--- src/rtl/dac_mode_sequencer.sv ---
// rtl/dac_mode_sequencer.sv - DAC run-mode arbiter: halt, arm, restart, seed bank ownership
// Optional seed-completeness check on commit: DAC_SEQ_SEED_CHECK_EN
module dac_mode_sequencer #(
    parameter int NUM_SEEDS   = 16,
    parameter int SEED_WIDTH  = 16,
    parameter int HALT_CYCLES = 4
) (
    input  logic                             clk,
    input  logic                             rst,
    input  logic                             seed_wr,
    input  logic [$clog2(NUM_SEEDS)-1:0]     seed_idx,
    input  logic [SEED_WIDTH-1:0]            seed_data,
    input  logic                             seed_commit,
    input  logic                             trig_req,
    input  logic                             pwl_req,
    input  logic                             pwl_loaded,
    input  logic                             halt_req,
    input  logic                             dac_rdy,
    output logic [NUM_SEEDS*SEED_WIDTH-1:0]  seeds,
    output logic [1:0]                       mode,
    output logic                             gen_rst,
    output logic                             halt,
    output logic                             cmd_ack,
    output logic                             cmd_err,
    output logic                             busy
);

    localparam int CNT_W = (HALT_CYCLES > 1) ? $clog2(HALT_CYCLES) : 1;
    localparam logic [CNT_W-1:0] HALT_LAST = CNT_W'(HALT_CYCLES - 1);

    localparam logic [1:0] MODE_IDLE = 2'd0;
    localparam logic [1:0] MODE_RAND = 2'd1;
    localparam logic [1:0] MODE_TRIG = 2'd2;
    localparam logic [1:0] MODE_PWL  = 2'd3;

    typedef enum logic [1:0] {S_IDLE, S_HALT, S_ARM, S_RUN} state_t;

    state_t                                r_state;
    state_t                                w_state_next;
    logic [1:0]                            r_pending;
    logic [1:0]                            w_pending_next;
    logic [CNT_W-1:0]                      r_cnt;
    logic [CNT_W-1:0]                      w_cnt_next;
    logic [1:0]                            r_mode;
    logic [1:0]                            w_mode_next;
    logic                                  r_gen_rst;
    logic                                  w_gen_rst_next;
    logic                                  r_halt;
    logic                                  w_halt_next;
    logic                                  r_cmd_ack;
    logic                                  r_cmd_err;
    logic                                  w_copy;

    logic [NUM_SEEDS-1:0][SEED_WIDTH-1:0]  r_shadow;
    logic [NUM_SEEDS-1:0][SEED_WIDTH-1:0]  w_shadow_next;
    logic [NUM_SEEDS-1:0][SEED_WIDTH-1:0]  r_seeds;

    logic                                  w_sel_halt;
    logic                                  w_sel_pwl;
    logic                                  w_sel_trig;
    logic                                  w_sel_commit;
    logic                                  w_pwl_ok;
    logic                                  w_commit_ok;
    logic                                  w_seeds_full;
    logic                                  w_mode_acc;
    logic [1:0]                            w_req_mode;
    logic                                  w_ack;
    logic                                  w_err;

    // Same-cycle write lands before any commit copy, so copies use the next shadow.
    always_comb begin
        w_shadow_next = r_shadow;
        if (seed_wr) begin
            w_shadow_next[seed_idx] = seed_data;
        end
    end

`ifdef DAC_SEQ_SEED_CHECK_EN
    logic [NUM_SEEDS-1:0] r_seed_mask;
    logic [NUM_SEEDS-1:0] w_mask_next;

    always_comb begin
        w_mask_next = r_seed_mask;
        if (seed_wr) begin
            w_mask_next[seed_idx] = 1'b1;
        end
    end

    assign w_seeds_full = &w_mask_next;

    always_ff @(posedge clk) begin
        if (rst) begin
            r_seed_mask <= '0;
        end else if (w_commit_ok) begin
            r_seed_mask <= '0;
        end else begin
            r_seed_mask <= w_mask_next;
        end
    end
`else
    assign w_seeds_full = 1'b1;
`endif

    // Fixed priority halt > pwl > trig > commit; losers are dropped silently.
    assign w_sel_halt   = halt_req;
    assign w_sel_pwl    = !halt_req && pwl_req;
    assign w_sel_trig   = !halt_req && !pwl_req && trig_req;
    assign w_sel_commit = !halt_req && !pwl_req && !trig_req && seed_commit;
    assign w_pwl_ok     = w_sel_pwl && pwl_loaded;
    assign w_commit_ok  = w_sel_commit && w_seeds_full;
    assign w_mode_acc   = w_pwl_ok || w_sel_trig || w_commit_ok;
    assign w_req_mode   = w_pwl_ok ? MODE_PWL : (w_sel_trig ? MODE_TRIG : MODE_RAND);
    assign w_ack        = w_sel_halt || w_mode_acc;
    assign w_err        = (w_sel_pwl && !pwl_loaded) || (w_sel_commit && !w_seeds_full);

    always_comb begin
        w_state_next   = r_state;
        w_pending_next = r_pending;
        w_cnt_next     = r_cnt;
        w_mode_next    = r_mode;
        w_gen_rst_next = 1'b0;
        w_halt_next    = 1'b0;
        if (w_mode_acc) begin
            w_pending_next = w_req_mode;
        end
        case (r_state)
            S_IDLE: begin
                if (w_sel_halt) begin
                    w_halt_next = 1'b1;
                end else if (w_mode_acc) begin
                    w_state_next = S_ARM;
                end
            end
            S_HALT: begin
                if (w_sel_halt) begin
                    w_cnt_next     = HALT_LAST;
                    w_pending_next = MODE_IDLE;
                end else if (r_cnt == '0) begin
                    w_state_next = (w_pending_next != MODE_IDLE) ? S_ARM : S_IDLE;
                end else begin
                    w_cnt_next = r_cnt - 1'b1;
                end
            end
            S_ARM: begin
                if (w_sel_halt) begin
                    w_state_next   = S_HALT;
                    w_pending_next = MODE_IDLE;
                    w_cnt_next     = HALT_LAST;
                    w_halt_next    = 1'b1;
                end else if (dac_rdy) begin
                    w_state_next   = S_RUN;
                    w_mode_next    = w_pending_next;
                    w_gen_rst_next = 1'b1;
                    w_pending_next = MODE_IDLE;
                end
            end
            S_RUN: begin
                if (w_sel_halt || w_mode_acc) begin
                    w_state_next = S_HALT;
                    w_cnt_next   = HALT_LAST;
                    w_halt_next  = 1'b1;
                    w_mode_next  = MODE_IDLE;
                    if (w_sel_halt) begin
                        w_pending_next = MODE_IDLE;
                    end
                end
            end
            default: begin
                w_state_next = S_IDLE;
            end
        endcase
    end

    // Seeds swap only while halted: on ARM entry, or a commit landing while already armed.
    assign w_copy = ((r_state != S_ARM) && (w_state_next == S_ARM) && (w_pending_next == MODE_RAND))
                 || ((r_state == S_ARM) && w_commit_ok);

    always_ff @(posedge clk) begin
        if (rst) begin
            r_state   <= S_IDLE;
            r_pending <= MODE_IDLE;
            r_cnt     <= '0;
            r_mode    <= MODE_IDLE;
            r_gen_rst <= 1'b0;
            r_halt    <= 1'b0;
            r_cmd_ack <= 1'b0;
            r_cmd_err <= 1'b0;
            r_shadow  <= '0;
            r_seeds   <= '0;
        end else begin
            r_state   <= w_state_next;
            r_pending <= w_pending_next;
            r_cnt     <= w_cnt_next;
            r_mode    <= w_mode_next;
            r_gen_rst <= w_gen_rst_next;
            r_halt    <= w_halt_next;
            r_cmd_ack <= w_ack;
            r_cmd_err <= w_err;
            r_shadow  <= w_shadow_next;
            if (w_copy) begin
                r_seeds <= w_shadow_next;
            end
        end
    end

    assign seeds   = r_seeds;
    assign mode    = r_mode;
    assign gen_rst = r_gen_rst;
    assign halt    = r_halt;
    assign cmd_ack = r_cmd_ack;
    assign cmd_err = r_cmd_err;
    assign busy    = (r_state == S_HALT) || (r_state == S_ARM);

endmodule

--- config.mk ---
export PLATFORM = sky130hd
export DESIGN_NAME = dac_mode_sequencer
export DESIGN_NICKNAME = d
export VERILOG_FILES = /design/src/rtl/dac_mode_sequencer.sv
export SDC_FILE = /design/constraint.sdc
export NUM_CORES = 1
export LEC_CHECK = 0
export ABC_AREA = 1
export BUFFER_PORTS_ARGS = -buffer_cell sky130_fd_sc_hd__buf_2
export CORE_ASPECT_RATIO = 0.7
export CORE_MARGIN = 4
export CORE_UTILIZATION = 52
export CTS_CLUSTER_SIZE = 8
export DETAILED_ROUTE_END_ITERATION = 10
export MAX_ROUTING_LAYER = met4
export PLACE_DENSITY = 0.83
export REMOVE_ABC_BUFFERS = 1
export SYNTH_ARGS = -nofsm -noshare
export SYNTH_HDL_FRONTEND = slang
export SYNTH_SLANG_ARGS = --single-unit
--- constraint.sdc ---
create_clock -name clk -period 2.2 [get_ports clk]
set_input_delay 0.11 -clock clk [delete_from_list [all_inputs] [get_ports clk]]
set_output_delay 0.11 -clock clk [all_outputs]
set_load 0.05 [all_outputs]
# Yosys cells after proc, flatten, opt, wreduce, memory -nomap -nowiden
# Index checks and enable logic that the tools add are counted.
dict set report word_totals {
  regBits 524
  ramBits 0
  word_cells 118
  out_inout_bits 263
  inputBits 29
  latchBits 0
  mem_bits_ro 0
  memories 0
}
dict set report op_classes {
  n_mux 34
  mul 0
  shift 0
  order_cmp 2
  n_eq_ne 11
  bitwise_logic 1
  div 0
  addsub 1
  n_reduce_logical 29
}
# operator n
set ops {}
lappend ops {{256-bit bitwise mux} 1}
lappend ops {{256-bit 2-to-1 mux} 1}
lappend ops {{16-bit demux with 4-bit select} 1}
lappend ops {{2-bit 2-to-1 mux} 22}
lappend ops {{16-bit 2-to-1 mux} 1}
lappend ops {{2-bit case mux with 3 select lines} 2}
lappend ops {{1-bit logical AND} 11}
lappend ops {{2-bit inequality test (second input constant)} 5}
lappend ops {{2-bit case mux with 4 select lines} 1}
lappend ops {{4-bit AND reduction} 2}
lappend ops {{2-bit equality test (second input constant)} 3}
lappend ops {{1-bit logical OR} 5}
lappend ops {{4-bit by 5-bit < comparator with 1-bit output (second input constant)} 1}
lappend ops {{2-bit by 1-bit equality test with 1-bit output (second input constant)} 2}
lappend ops {{4-bit by 1-bit >= comparator with 1-bit output (second input constant)} 1}
lappend ops {{1-bit logical NOT} 4}
lappend ops {{2-bit logical NOT} 2}
lappend ops {{2-bit case mux with 2 select lines} 1}
lappend ops {{2-bit nonzero test} 2}
lappend ops {{1-bit 2-to-1 mux} 3}
lappend ops {{3-bit inequality test (second input constant)} 1}
lappend ops {{3-bit nonzero test} 1}
lappend ops {{3-bit OR reduction} 1}
lappend ops {{1-bit case mux with 2 select lines} 1}
lappend ops {{3 further kinds} 3}

# Longest topological paths before layout
dict set report depth {
  word_depth 15
  depth_mapped 16
  depth_no_buf 14
}

# Least setup slack after synthesis
# OpenSTA, ideal clock, no wires.
dict set report synth_timing {
  path_type {reg2reg}
  startpoint {reg r_state[0]}
  endpoint {reg r_seeds (netlist bit seeds[0])}
  n_path_buf 3
  slack_ps 154
  required_ps 2085
  setup_ps 115
  path_stages_with_launch 14
  synth_period_minus_slack_ps 2046
  arrival_ps 1931
  cell_sequence {dfxtp_1 > inv_1 > ha_1 > clkbuf_1 > nand2_1 > nand4_1 > nand2_1 > o21ai_1 > nor2_2 > nand3_4 > buf_4 > buf_2 > a21oi_1 > nor2_1}
}
dict set report synth_between {
  elab_chain_len 7
  elab_cells_between_ends 20
  classes_between {eq/ne: 6; mux: 9; reduce/logical: 5}
}
# element line
set synth_lines {}
lappend synth_lines {{start: declaration} 38} ;# state_t r_state;
lappend synth_lines {{start signal: assignment} 191} ;# r_state <= w_state_next;
lappend synth_lines {{2-bit 2-to-1 mux (on tied branches)} {150, 130, 138}}
lappend synth_lines {{2-bit 2-to-1 mux (on tied branches)} {145, 128, 135}}
lappend synth_lines {{2-bit case mux with 4 select lines} 126} ;# case (r_state)
lappend synth_lines {{2-bit equality test} 175} ;# assign w_copy = ((r_state != S_ARM) && (w_state_next == S_ARM) && (w_pending_next == MODE_RAND))
lappend synth_lines {{1-bit logical AND (2 in a row)} 175}
lappend synth_lines {{1-bit logical OR *} 176} ;# || ((r_state == S_ARM) && w_commit_ok);
lappend synth_lines {{end signal: assignment} 201} ;# r_seeds <= w_shadow_next;
lappend synth_lines {{end: declaration} 56} ;# logic [NUM_SEEDS-1:0][SEED_WIDTH-1:0] r_seeds;
# Mark *: on every way between the ends. The rest lies on a longest branch, timed or not.
# A chain may end at the register's enable or synchronous reset.

# Worst setup path in the final report
dict set report layout_timing {
  startpoint {reg r_state[0]}
  endpoint {reg r_seeds (netlist bit seeds[42])}
}
# Same word-level chain as after synthesis.

==> flow_summary_export.csv <==
group,metric,value,unit
placement,gp_congestion,0.854,
die,die_area,0.0470,mm²
clock_network,tritoncts,"yes",
clock_network,numCtsBuffers,75,
route,via_per_inst,4.98,
timing,post-route-worst-setup-slack,-0.101,ns
power,worst_ir_drop_vdd,0.770,mV
route,highest-signal-layer,"met4",
global_route,remaining_global_route_overflow,0,
timing,final-hold-violation-count,0,
flow_run,cap_viol_max_count,0,
outcome,run_status,"finished with violations",
route,wl_met2,28.8,mm
layout,finalInstanceArea,0.0277,mm²
timing,final-max-slew-violation-count,0,
timing,finalSetupTns,-1.41,ns
timing,timing.fmax,435,MHz
timing,tightest_slew,0.549,ns
die,std_cell_rows,63,
setup_path,cp_max_fo,10,
synthesis,synth_compound_gate_area_share,11.7,%
setup_path,timing.setup.critical_path_class,"reg2reg",
die,num_io_pins,292,
clock_network,maximum_root_to_sink_buffer_count,3,
setup_path,cp.required,2.65,ns
clock_network,h_tree_levels,3,
die,die_w,257,µm
synthesis,synthArstFlopShare,0,%
timing,finClkSkew,0.0163,ns
timing,finalSetupViolations,72,
clock_network,cts.reportedPaths.clkPinSlew,0.05,ns
setup_path,nature_of_the_critical_path_startpoint,"flop",
synthesis,combinational_family_with_the_most_area_after_synthesis,"simple AND/OR/NAND/NOR gates",
clock_network,cts-root-buf,"sky130_fd_sc_hd__clkbuf_16",
die,die-height,183,µm
route,met3_wire_len,4.56,mm
setup_path,worstSetupEndpointType,"flop",
route,totalWireLength,63.0,mm
global_route,grt_start_max_net_pins,116,
layout,areaGrowthSynthToFinish,22.7,%
synthesis,synth.yosys.warnings,0,
timing,slew_headroom,63.4,%
placement,detailedPlacementHpwl,37.0,mm
clock_network,insertion_delay,0.58,ns
synthesis,synthSimpleGateAreaFrac,24.3,%
global_route,via_count_of_the_first_global_routing_pass,18913,
placement,detailed_place.area,0.0247,mm²
synthesis,synthAdderAreaFrac,0.332,%
layout,final_cells,4242,
synthesis,synth_enable_flop_cells,0,
timing,unrepaired_setup_endpoints_after_global_routing,"true",
layout,mostFrequentLayoutCell,"sky130_fd_sc_hd__inv_1",
synthesis,ys_types,26,
synthesis,post_synth_xor_area_fraction,0,%
placement,dpl.cell_count,4127,
outcome,violations,"setup timing",
die,fp.coreArea,0.0426,mm²
route,route.vias.total,21145,
layout,final_layout_size_suffix_gt1_share,16.8,%
clock_network,cts_num_sinks,524,
synthesis,dominantRegCellSynth,"sky130_fd_sc_hd__dfxtp_1",
placement,pre_cts_slack,-0.0829,ns
route,routed_length_on_met1,27.9,mm
min_path,tightest_hold_check_type,"in2reg",
placement,input_output_buffers,291,
global_route,gr-usage-all-layers,25.4,%
layout,layout.nets,3681,
synthesis,yosysSeqAreaShare,46.4,%
route,wl_per_cell,14.9,µm
setup_path,worstPathArrival,2.75,ns
synthesis,synth_area,0.0226,mm²
die,initial_core_util,53.0,%
route,drt_iter0_markers,2158,
route,detail-route-antenna-nets,0,
synthesis,postSynthAreaPerCell,6.65,µm²
route,drt-pass1-iter-count,5,
timing,post-route-min-period,2.30,ns
timing,timing.final.crit_share,105,%
route,drc,0,
global_route,antenna_found_initial,4,
layout,most-common-layout-cells,"739 x sky130_fd_sc_hd__inv_1, 546 x sky130_fd_sc_hd__nand2_1, 528 x sky130_fd_sc_hd__nor2_1, 522 x sky130_fd_sc_hd__dfxtp_1, 290 x sky130_fd_sc_hd__buf_2",
synthesis,postSynthRegisterBits,524,
global_route,grt_pass1_wl,95.9,mm
power,p_leak,16.4,nW
power,power_per_cell_area,1100,mW/mm²
synthesis,synth.mux.area_fraction,0,%
synthesis,synth_cells,3400,
state kept, by name, indices dropped and copies added (netlist names):
register and flops:
gen_rst 1, r_shadow 256, r_pending 2, cmd_ack 1
cmd_err 1, r_state 2, mode 2, r_cnt 2
halt 1, seeds 256
where the power goes:
group	switching [W]	total [W]	internal (W)	leakage, nW
combinational	0.00655	0.00927	0.00272	11.2
clock	0.00396	0.0101	0.00615	0.981
sequential	0.000576	0.0112	0.0106	4.25
cells by family after synthesis:
group / after synthesis
AND/OR/NAND/NOR: 1365
AO/OA/AOI/OAI: 526
flip-flops: 524
buffers and inverters: 979
adder cells (fa/ha/maj): 6
per-layer routing:
layer	vias to the layer above	GRT usage, %
li1	10650	-
met5	-	-
met1	9599	33.5
met2	766	40.3
met3	130	4.13
met4	0	8.39
critical path, cell delays in order, from the launching register on:
cell and delay [ns]:
sky130_fd_sc_hd__dfxtp_2 0.34, sky130_fd_sc_hd__buf_6 0.12, sky130_fd_sc_hd__ha_4 0.16, sky130_fd_sc_hd__buf_4 0.13, sky130_fd_sc_hd__nand3_1 0.09, sky130_fd_sc_hd__nand4_1 0.10, sky130_fd_sc_hd__nand2_1 0.08, sky130_fd_sc_hd__o21ai_1 0.08
sky130_fd_sc_hd__nor2_2 0.16, sky130_fd_sc_hd__nand3_4 0.10, sky130_fd_sc_hd__buf_12 0.18, sky130_fd_sc_hd__clkbuf_16 0.20, sky130_fd_sc_hd__clkbuf_16 0.18, sky130_fd_sc_hd__a21oi_1 0.16, sky130_fd_sc_hd__nor2_1 0.08
area by class of cell:
cell class / count / area (µm²)
diodes: 5 / 12.5
clock buffers: 78 / 1930
clock inverters: 5 / 62.6
fillers: 3487 / 14900
inverters: 743 / 2800
multi-input cells: 1897 / 8730
flip-flops and latches: 524 / 10500
well taps: 585 / 732
repair buffers: 405 / 2980
Yosys cell counts, types with 2 or more instances:
master | number | area (µm²)
sky130_fd_sc_hd__nand2_1 | 551 | 2070
sky130_fd_sc_hd__a21oi_1 | 260 | 1300
sky130_fd_sc_hd__buf_2 | 32 | 160
sky130_fd_sc_hd__nor2_2 | 2 | 12.5
sky130_fd_sc_hd__ha_1 | 6 | 75.1
sky130_fd_sc_hd__inv_2 | 2 | 7.51
sky130_fd_sc_hd__nor2_1 | 533 | 2000
sky130_fd_sc_hd__nand3_2 | 2 | 20.0
sky130_fd_sc_hd__clkbuf_1 | 165 | 619
sky130_fd_sc_hd__buf_4 | 2 | 15.0
sky130_fd_sc_hd__nor3_1 | 4 | 20.0
sky130_fd_sc_hd__o21ai_0 | 259 | 1300
sky130_fd_sc_hd__nand4_1 | 3 | 18.8
sky130_fd_sc_hd__inv_1 | 741 | 2780
sky130_fd_sc_hd__buf_6 | 24 | 270
sky130_fd_sc_hd__dfxtp_1 | 524 | 10500
sky130_fd_sc_hd__buf_1 | 13 | 48.8
sky130_fd_sc_hd__a41oi_1 | 2 | 17.5
sky130_fd_sc_hd__nand3_1 | 268 | 1340
path summary, 6_finish.rpt:
check / from / to / slack, ns / cells after the start
setup / recovery: r_state[0] / seeds[42] / -0.10 / 14
hold / removal: seed_data[0] / r_shadow[80] / 0.10 / 3
setup reg to reg: r_state[0] / seeds[42] / -0.10 / 14
hold reg to reg: mode[0] / mode[0] / 0.46 / 2
per-stage QoR:
| step | total power (W) | utilization [%] | hold WS (ns) |
|---|---|---|---|
| 4_1_cts | 0.0301 | 63.2 | 0.0638 |
| 5_1_grt | 0.0319 | 65.1 | 0.109 |
| 6_report | 0.0305 | 65.1 | 0.102 |
| 3_3_place_gp | 0.0196 | 57.8 | 0.313 |
| 2_1_floorplan | 0.0179 | - | 0.179 |
| 3_5_place_dp | 0.0197 | 57.8 | 0.311 |
repair_timing:
action | in CTS | in global routing
endpoints found under the setup margin | 117 | 255
hold buffers | 7 | 0
pin swaps | 5 | 5
gates cloned | 4 | 11
gates resized for setup | 28 | 127
hold endpoints to repair | 47 | 0
setup buffers | 2 | 3
Power figures use the tool's default switching activity.
